$ cat src/rtl/nano_io_pkg.sv
// Shared definitions for Nano CPU I/O peripherals.
// Holds the nano_timer register offsets, CTRL bit positions and the STATUS TF position.
// The block base address is deliberately not here; each instance sets its own.
package nano_io_pkg;

  // Register offsets within an 8-byte I/O window (add[2:0])
  localparam logic [2:0] TMR_CTRL   = 3'd0;
  localparam logic [2:0] TMR_PRESC  = 3'd1;
  localparam logic [2:0] TMR_RLD_L  = 3'd2;
  localparam logic [2:0] TMR_RLD_H  = 3'd3;
  localparam logic [2:0] TMR_SNAP_L = 3'd4;
  localparam logic [2:0] TMR_SNAP_H = 3'd5;
  localparam logic [2:0] TMR_STATUS = 3'd6;

  // CTRL bit positions
  localparam int unsigned CTRL_EN     = 0;
  localparam int unsigned CTRL_AUTO   = 1;
  localparam int unsigned CTRL_IRQ_EN = 2;
  localparam int unsigned CTRL_CAP    = 3;

  // STATUS bit positions
  localparam int unsigned STATUS_TF = 0;

  // Stored CTRL state; CAP is a strobe and is not kept
  typedef struct packed {
    logic irq_en;
    logic auto_rld;
    logic en;
  } tmr_ctrl_t;

endpackage

$ cat src/rtl/tick_prescaler.sv
// Prescaler for nano_timer: emits a one-cycle tick every presc+1 cycles while enabled.
// Ports:
//   CLK   - system clock
//   NRST  - synchronous active-low reset
//   en    - run; pcnt is held at 0 while low
//   presc - terminal prescaler value (period = presc+1)
//   tick  - high in the cycle where pcnt equals presc
module tick_prescaler (
  input  logic       CLK,
  input  logic       NRST,
  input  logic       en,
  input  logic [7:0] presc,
  output logic       tick
);

  logic [7:0] pcnt_q;
  logic [7:0] pcnt_d;

  // Equality compare: if presc drops below pcnt, pcnt runs on and wraps at 8'hFF.
  assign tick = en & (pcnt_q == presc);

  always_comb begin
    pcnt_d = pcnt_q + 8'd1;
    if (!en || tick) begin
      pcnt_d = 8'd0;
    end
  end

  always_ff @(posedge CLK) begin
    if (!NRST) begin
      pcnt_q <= 8'd0;
    end else begin
      pcnt_q <= pcnt_d;
    end
  end

endmodule

$ cat src/rtl/nano_timer.sv
// nano_timer: memory-mapped 16-bit down-counting timer on the Nano CPU I/O bus.
// Ports:
//   CLK     - system clock
//   NRST    - synchronous active-low reset
//   add     - I/O address (io_add); block decodes add[7:3] == BASE_ADD[7:3]
//   data_i  - write data (io_o)
//   we      - write strobe, sampled on the rising edge
//   data_o  - read data (io_i), combinational from add
//   TMR_IRQ - interrupt level, TF & IRQ_EN
module nano_timer
  import nano_io_pkg::*;
#(
  parameter logic [7:0] BASE_ADD = 8'h10
) (
  input  logic       CLK,
  input  logic       NRST,
  input  logic [7:0] add,
  input  logic [7:0] data_i,
  input  logic       we,
  output logic [7:0] data_o,
  output logic       TMR_IRQ
);

  tmr_ctrl_t   ctrl_q, ctrl_d;
  logic [7:0]  presc_q, presc_d;
  logic [15:0] rld_q, rld_d;
  logic [15:0] snap_q, snap_d;
  logic [15:0] cnt_q, cnt_d;
  logic        tf_q, tf_d;

  logic       sel;
  logic [2:0] off;
  logic       tick;
  logic       expire;
  logic       wr_ctrl, wr_presc, wr_rld_l, wr_rld_h, wr_status;

  assign sel = (add[7:3] == BASE_ADD[7:3]);
  assign off = add[2:0];

  assign wr_ctrl   = we & sel & (off == TMR_CTRL);
  assign wr_presc  = we & sel & (off == TMR_PRESC);
  assign wr_rld_l  = we & sel & (off == TMR_RLD_L);
  assign wr_rld_h  = we & sel & (off == TMR_RLD_H);
  assign wr_status = we & sel & (off == TMR_STATUS);

  tick_prescaler u_presc (
    .CLK   (CLK),
    .NRST  (NRST),
    .en    (ctrl_q.en),
    .presc (presc_q),
    .tick  (tick)
  );

  assign expire  = tick & (cnt_q == 16'd0);
  assign TMR_IRQ = tf_q & ctrl_q.irq_en;

  always_comb begin
    ctrl_d  = ctrl_q;
    presc_d = presc_q;
    rld_d   = rld_q;
    snap_d  = snap_q;
    cnt_d   = cnt_q;
    tf_d    = tf_q;

    if (tick) begin
      if (cnt_q != 16'd0) begin
        cnt_d = cnt_q - 16'd1;
      end else if (ctrl_q.auto_rld) begin
        cnt_d = rld_q;
      end else begin
        ctrl_d.en = 1'b0;
      end
    end

    if (wr_presc) presc_d       = data_i;
    if (wr_rld_l) rld_d[7:0]    = data_i;
    if (wr_rld_h) rld_d[15:8]   = data_i;

    // A CTRL write overrides the one-shot auto-clear of EN in the same cycle.
    if (wr_ctrl) begin
      ctrl_d.en       = data_i[CTRL_EN];
      ctrl_d.auto_rld = data_i[CTRL_AUTO];
      ctrl_d.irq_en   = data_i[CTRL_IRQ_EN];
      // Reload only on a 0->1 transition; tick needs EN=1 so this never collides with it.
      if (!ctrl_q.en && data_i[CTRL_EN]) begin
        cnt_d = rld_q;
      end
      // Snapshot takes the pre-edge count.
      if (data_i[CTRL_CAP]) begin
        snap_d = cnt_q;
      end
    end

    // Hardware set beats a software clear in the same cycle.
    if (wr_status && data_i[STATUS_TF]) tf_d = 1'b0;
    if (expire)                          tf_d = 1'b1;
  end

  always_ff @(posedge CLK) begin
    if (!NRST) begin
      ctrl_q  <= '0;
      presc_q <= 8'd0;
      rld_q   <= 16'd0;
      snap_q  <= 16'd0;
      cnt_q   <= 16'd0;
      tf_q    <= 1'b0;
    end else begin
      ctrl_q  <= ctrl_d;
      presc_q <= presc_d;
      rld_q   <= rld_d;
      snap_q  <= snap_d;
      cnt_q   <= cnt_d;
      tf_q    <= tf_d;
    end
  end

  always_comb begin
    data_o = 8'h00;
    if (sel) begin
      case (off)
        TMR_CTRL:   data_o = {5'b0, ctrl_q.irq_en, ctrl_q.auto_rld, ctrl_q.en};
        TMR_PRESC:  data_o = presc_q;
        TMR_RLD_L:  data_o = rld_q[7:0];
        TMR_RLD_H:  data_o = rld_q[15:8];
        TMR_SNAP_L: data_o = snap_q[7:0];
        TMR_SNAP_H: data_o = snap_q[15:8];
        TMR_STATUS: data_o = {7'b0, tf_q};
        default:    data_o = 8'h00;
      endcase
    end
  end

endmodule

$ cat config.mk
export PLATFORM = sky130hd
export DESIGN_NAME = nano_timer
export DESIGN_NICKNAME = d
export VERILOG_FILES = /design/src/rtl/nano_io_pkg.sv /design/src/rtl/tick_prescaler.sv /design/src/rtl/nano_timer.sv
export SDC_FILE = /design/constraint.sdc
export NUM_CORES = 1
export LEC_CHECK = 0
export CAP_MARGIN = 20
export CORE_MARGIN = 4
export CORE_UTILIZATION = 55
export DETAILED_ROUTE_END_ITERATION = 7
export PLACE_DENSITY = 0.79
export SLEW_MARGIN = 20
export SYNTH_ARGS = -nofsm -noshare
export SYNTH_HDL_FRONTEND = slang
export SYNTH_SLANG_ARGS = --single-unit
$ cat constraint.sdc
create_clock -name CLK -period 3.1 [get_ports CLK]
set_input_delay 0.62 -clock CLK [delete_from_list [all_inputs] [get_ports CLK]]
set_output_delay 0.62 -clock CLK [all_outputs]
set_load 0.02 [all_outputs]
# After elaboration in Yosys (flattened, before gate mapping)
# Index checks and enable logic that the tools add are counted.
# word_totals
output_inout_bits,9
elab_cells,57
regBits,68
# classes
n_eq_ne,10
n_reduce_logical,12
n_addsub,2
bitwise_logic,10
mux,13
# op_table
cell,count
$mux W16,5
$pmux W8 S7,1
$logic_not A16 Y1,1
$reduce_bool A16 Y1,1
$sub A16 B1 Y16 const B,1
$and A1 B1 Y1,9
$eq A3 B3 Y1 const B,3
$add A8 B1 Y8 const B,1
$eq A8 B8 Y1,1
$mux W8,1
$eq A3 B2 Y1 const B,2
$mux W1,6
$eq A5 B2 Y1 const B,1
$reduce_bool A2 Y1,2
$eq A3 B1 Y1 const B,1
$logic_not A3 Y1,1
$reduce_and A3 Y1,1
$logic_and A1 B1 Y1,2
$ne A2 B1 Y1 const B,1
$ne A2 B2 Y1 const B,1
$reduce_and A2 Y1,1
$reduce_or A2 Y1,1
$logic_not A1 Y1,1
$logic_or A1 B1 Y1,1
$not A1 Y1,1

# Logic depth before layout (Yosys ltp)
# logic_depth
word_depth,6
mapped_depth,8
mapped_depth_nobuf,7

# Modules after synthesis
# From an unflattened synthesis, not the netlist that was laid out.
# hier_totals
cells_unflattened,461
area_unflattened_um2,3797.4
# modules_own_cells
module,area_each_um2,seq_area_each_um2,instances,cells_each
nano_timer,3326.9,1201.2,1,415
tick_prescaler,470.5,160.2,1,46

# Least setup slack after synthesis
# No wires, ideal clock.
# synth_timing
path_type,in2out
from,in add[3]
to,out data_o[4]
path_buffers,0
t_required_ns,2.480
setup_slack_ns,0.183
stages,4
arrival_time_ns,2.297
cell_sequence,or4b_1 > or2_2 > a31o_2 > a211oi_1
# synth_between
elab_chain_cells,2
# synth_lines
element,line_no,text
start: declaration,nano_timer.sv:17,"input logic [7:0] add,"
$eq A5 B2 Y1,nano_timer.sv:37,assign sel = (add[7:3] == BASE_ADD[7:3]);
$mux W8,nano_timer.sv:119,if (sel) begin
end: declaration,nano_timer.sv:20,"output logic [7:0] data_o,"
# Every way passes these cells.

# Final worst setup path
# Ends and elaborated chain as after synthesis.

==> impl_metrics.yaml <==
floorplan:
  die_w_microns: 91.3
  ios: 28
  dieArea_sq_um: 8330
  die_h_microns: 91.3
  start_util_pct: 56.4
  core-area_sq_um: 6760
  row_count: 30
global_route:
  antenna_found_initial: 0
  grt_pass1_vias: 3656
  overflow: 0
  grt_max_degree: 48
  track_usage_pct: 27.5
  grt_pass1_wl_microns: 18400
logic_synthesis:
  mappedNetlistArea_sq_um: 3810
  synth_nets: 475
  ys_types: 63
  ys_warn_count: 0
  synth_area_leaders: "dfxtp_1 (36%), mux2i_1 (10%), nor2_1 (5.4%), nand2_1 (3.3%), a21oi_1 (3.3%)"
  syn-mean-instance-area_sq_um: 8.42
  synth_top_area_share_pct: 35.7
  synth_top_area_cell: "dfxtp_1"
  synth_seq_cells: 68
  ys_seq_area_share_pct: 35.7
  synth_edf_count: 0
  ys.flop_type: "dfxtp_1"
  synth_cells: 453
  async_flop_share_pct: 0
timing:
  grt_setup_unrepaired: "false"
  hold_viol_final: 0
  fmax_mhz: 329
  fin_hold_ws_ps: 469
  drv_slew: 0
  period_minus_slack_ps: 3040
  finalCritPeriodShare_pct: 98.0
  max_slew_margin_pct: 62.7
  skew_ps: 12.1
  tightest_slew_ps: 546
  finalWorstSetupSlack_ps: 61.1
  setup_viol: 0
drt:
  final_antenna_net_count: 0
  num_vias: 3807
  wl_met3_microns: 956
  drtIter0Drc: 480
  routed_wl_microns: 11200
  wl_met1_microns: 4640
  via_per_inst: 6.59
  drc: 0
  wire_per_inst_microns: 19.4
  firstDrtPassIters: 5
  met2_length_microns: 5190
  dr.max_layer_used: "met4"
final_layout:
  layout_common_cells: "dfxtp_1 (68), nor2_1 (55), mux2i_1 (38)"
  fill_cells: 535
  diodes: 0
  drive_gt1_share_pct: 16.3
  layout_commonest_cell: "dfxtp_1"
  synthToLayoutAreaGrowth_pct: 18.5
  nets: 515
  layoutNonFillerInstCount: 578
clock_network:
  clockBufferDepth: 2
  postCtsSetupBuffers: 0
  cts_tree: "yes"
  cts.clk_slew.worst_paths_ps: 80
  clock-sinks: 68
  cts_buffers: 9
  cts_root_buf: "clkbuf_8"
  insertion_delay_ps: 350
  h-tree-depth: 3
critical_path:
  crit_buf_inv: 2
  slowest_delay_ps: 540
  cp-start-kind: "primary input"
  cp.arrival_ps: 2420
  crit_path_end_kind: "output port"
  cp_top_family: "simple AND/OR/NAND/NOR gates"
  cp.required_ps: 2480
  crit_fanout: 6
  crit_slowest_cell: "or4b_4"
  crit_chain: "clkdlybuf4s50_1 > or4b_4 > or2_4 > a31o_4 > a211oi_1 > buf_2"
  path_class: "primary input to output port"
  r2r_slack_ps: 570
place:
  port_buffers: 27
  dp_cells: 562
  gp_congestion: 0.927
  dp_hpwl_microns: 8130
  dp_slack_ps: -503
run_status:
  outcome: "finished clean"
pwr:
  power.leakage_uw: 0.00179
  p_total_uw: 1750
  power_density_nw_per_um2: 387
  ir_drop_uv: 341
flow_run:
  cap_violations: 0
worst_hold_path:
  hold_class: "flip-flop to flip-flop"
[flip-flops by register name, summed over array words and instances (netlist names)]
register	flops
tf_q	1
ctrl_q	3
cnt_q	16
presc_q	8
u_presc.pcnt_q	8
rld_q	16
snap_q	16
[through the flow]
step / area (sq um) / utilization [%] / setup TNS, ps
finish: 4520 / 66.9 / 0
global route: 4520 / 66.9 / 0
CTS: 4500 / 66.6 / 0
detailed placement: 4330 / 64.1 / -2920
global placement: 4330 / 64.1 / -2730
floorplan: 3810 / - / 0
[path summary, 6_finish.rpt]
| path | cells past startpoint | endpoint | start |
|---|---|---|---|
| setup reg to reg | 8 | cnt_q[6] | cnt_q[0] |
| hold / removal | 2 | snap_q[2] | snap_q[2] |
| setup / recovery | 6 | data_o[4] | add[3] |
| hold reg to reg | 2 | snap_q[2] | snap_q[2] |
[cells by family after synthesis]
kind of cell | Yosys count | share of synthesized area, %
compound gates | 92 | 17.1
xor+xnor | 15 | 3.45
fa+ha+maj | 3 | 0.985
buf+inv | 43 | 4.53
flops | 68 | 35.7
mux | 49 | 13.8
simple gates | 183 | 24.4
[cell usage after synthesis, types with 4 or more instances]
cell type	count
dfxtp_1	68
nor2_1	55
mux2i_1	38
nand2_1	34
a21oi_1	25
clkbuf_1	25
nand3_1	25
nor3_1	21
o21ai_0	16
inv_1	11
xnor2_1	11
mux2_2	7
nor4_1	7
nor2b_1	6
or3_1	6
a211oi_1	5
and3_1	5
a222oi_1	4
a22oi_1	4
and2_1	4
nand4_1	4
xor2_1	4
[per-layer routing]
metal	global-route usage, %	up-vias
met3	4.14	40
li1	-	1741
met1	36.0	1811
met2	44.0	215
met4	13.4	0
met5	0	-
[what timing repair did]
item	4_1_cts	5_1_grt
hold buffers	0	0
gates resized for setup	28	3
pin swaps	0	0
setup endpoints to repair	8	2
[layout make-up]
type	count	area (sq um)	share of cell area, %
Multi-Input combinational cell	342	2310	51.2
Sequential cell	68	1360	30.1
Timing Repair Buffer	60	498	11.0
Clock buffer	10	138	3.05
Tap cell	80	100	2.22
Clock inverter	6	62.6	1.39
Inverter	12	45.0	0.997
[report_power, final]
part | switching (uW) | internal [uW]
logic | 62.8 | 53.2
registers | 1.30 | 873
clock network | 365 | 394
[tightest hold or removal path: cells and delay by family, from the launching register on]
kind / cells / cell delay (ps)
compound gates: 1 / 60
flops: 1 / 320
simple gates: 1 / 50
Note: power is estimated with default switching activity, not from simulation.
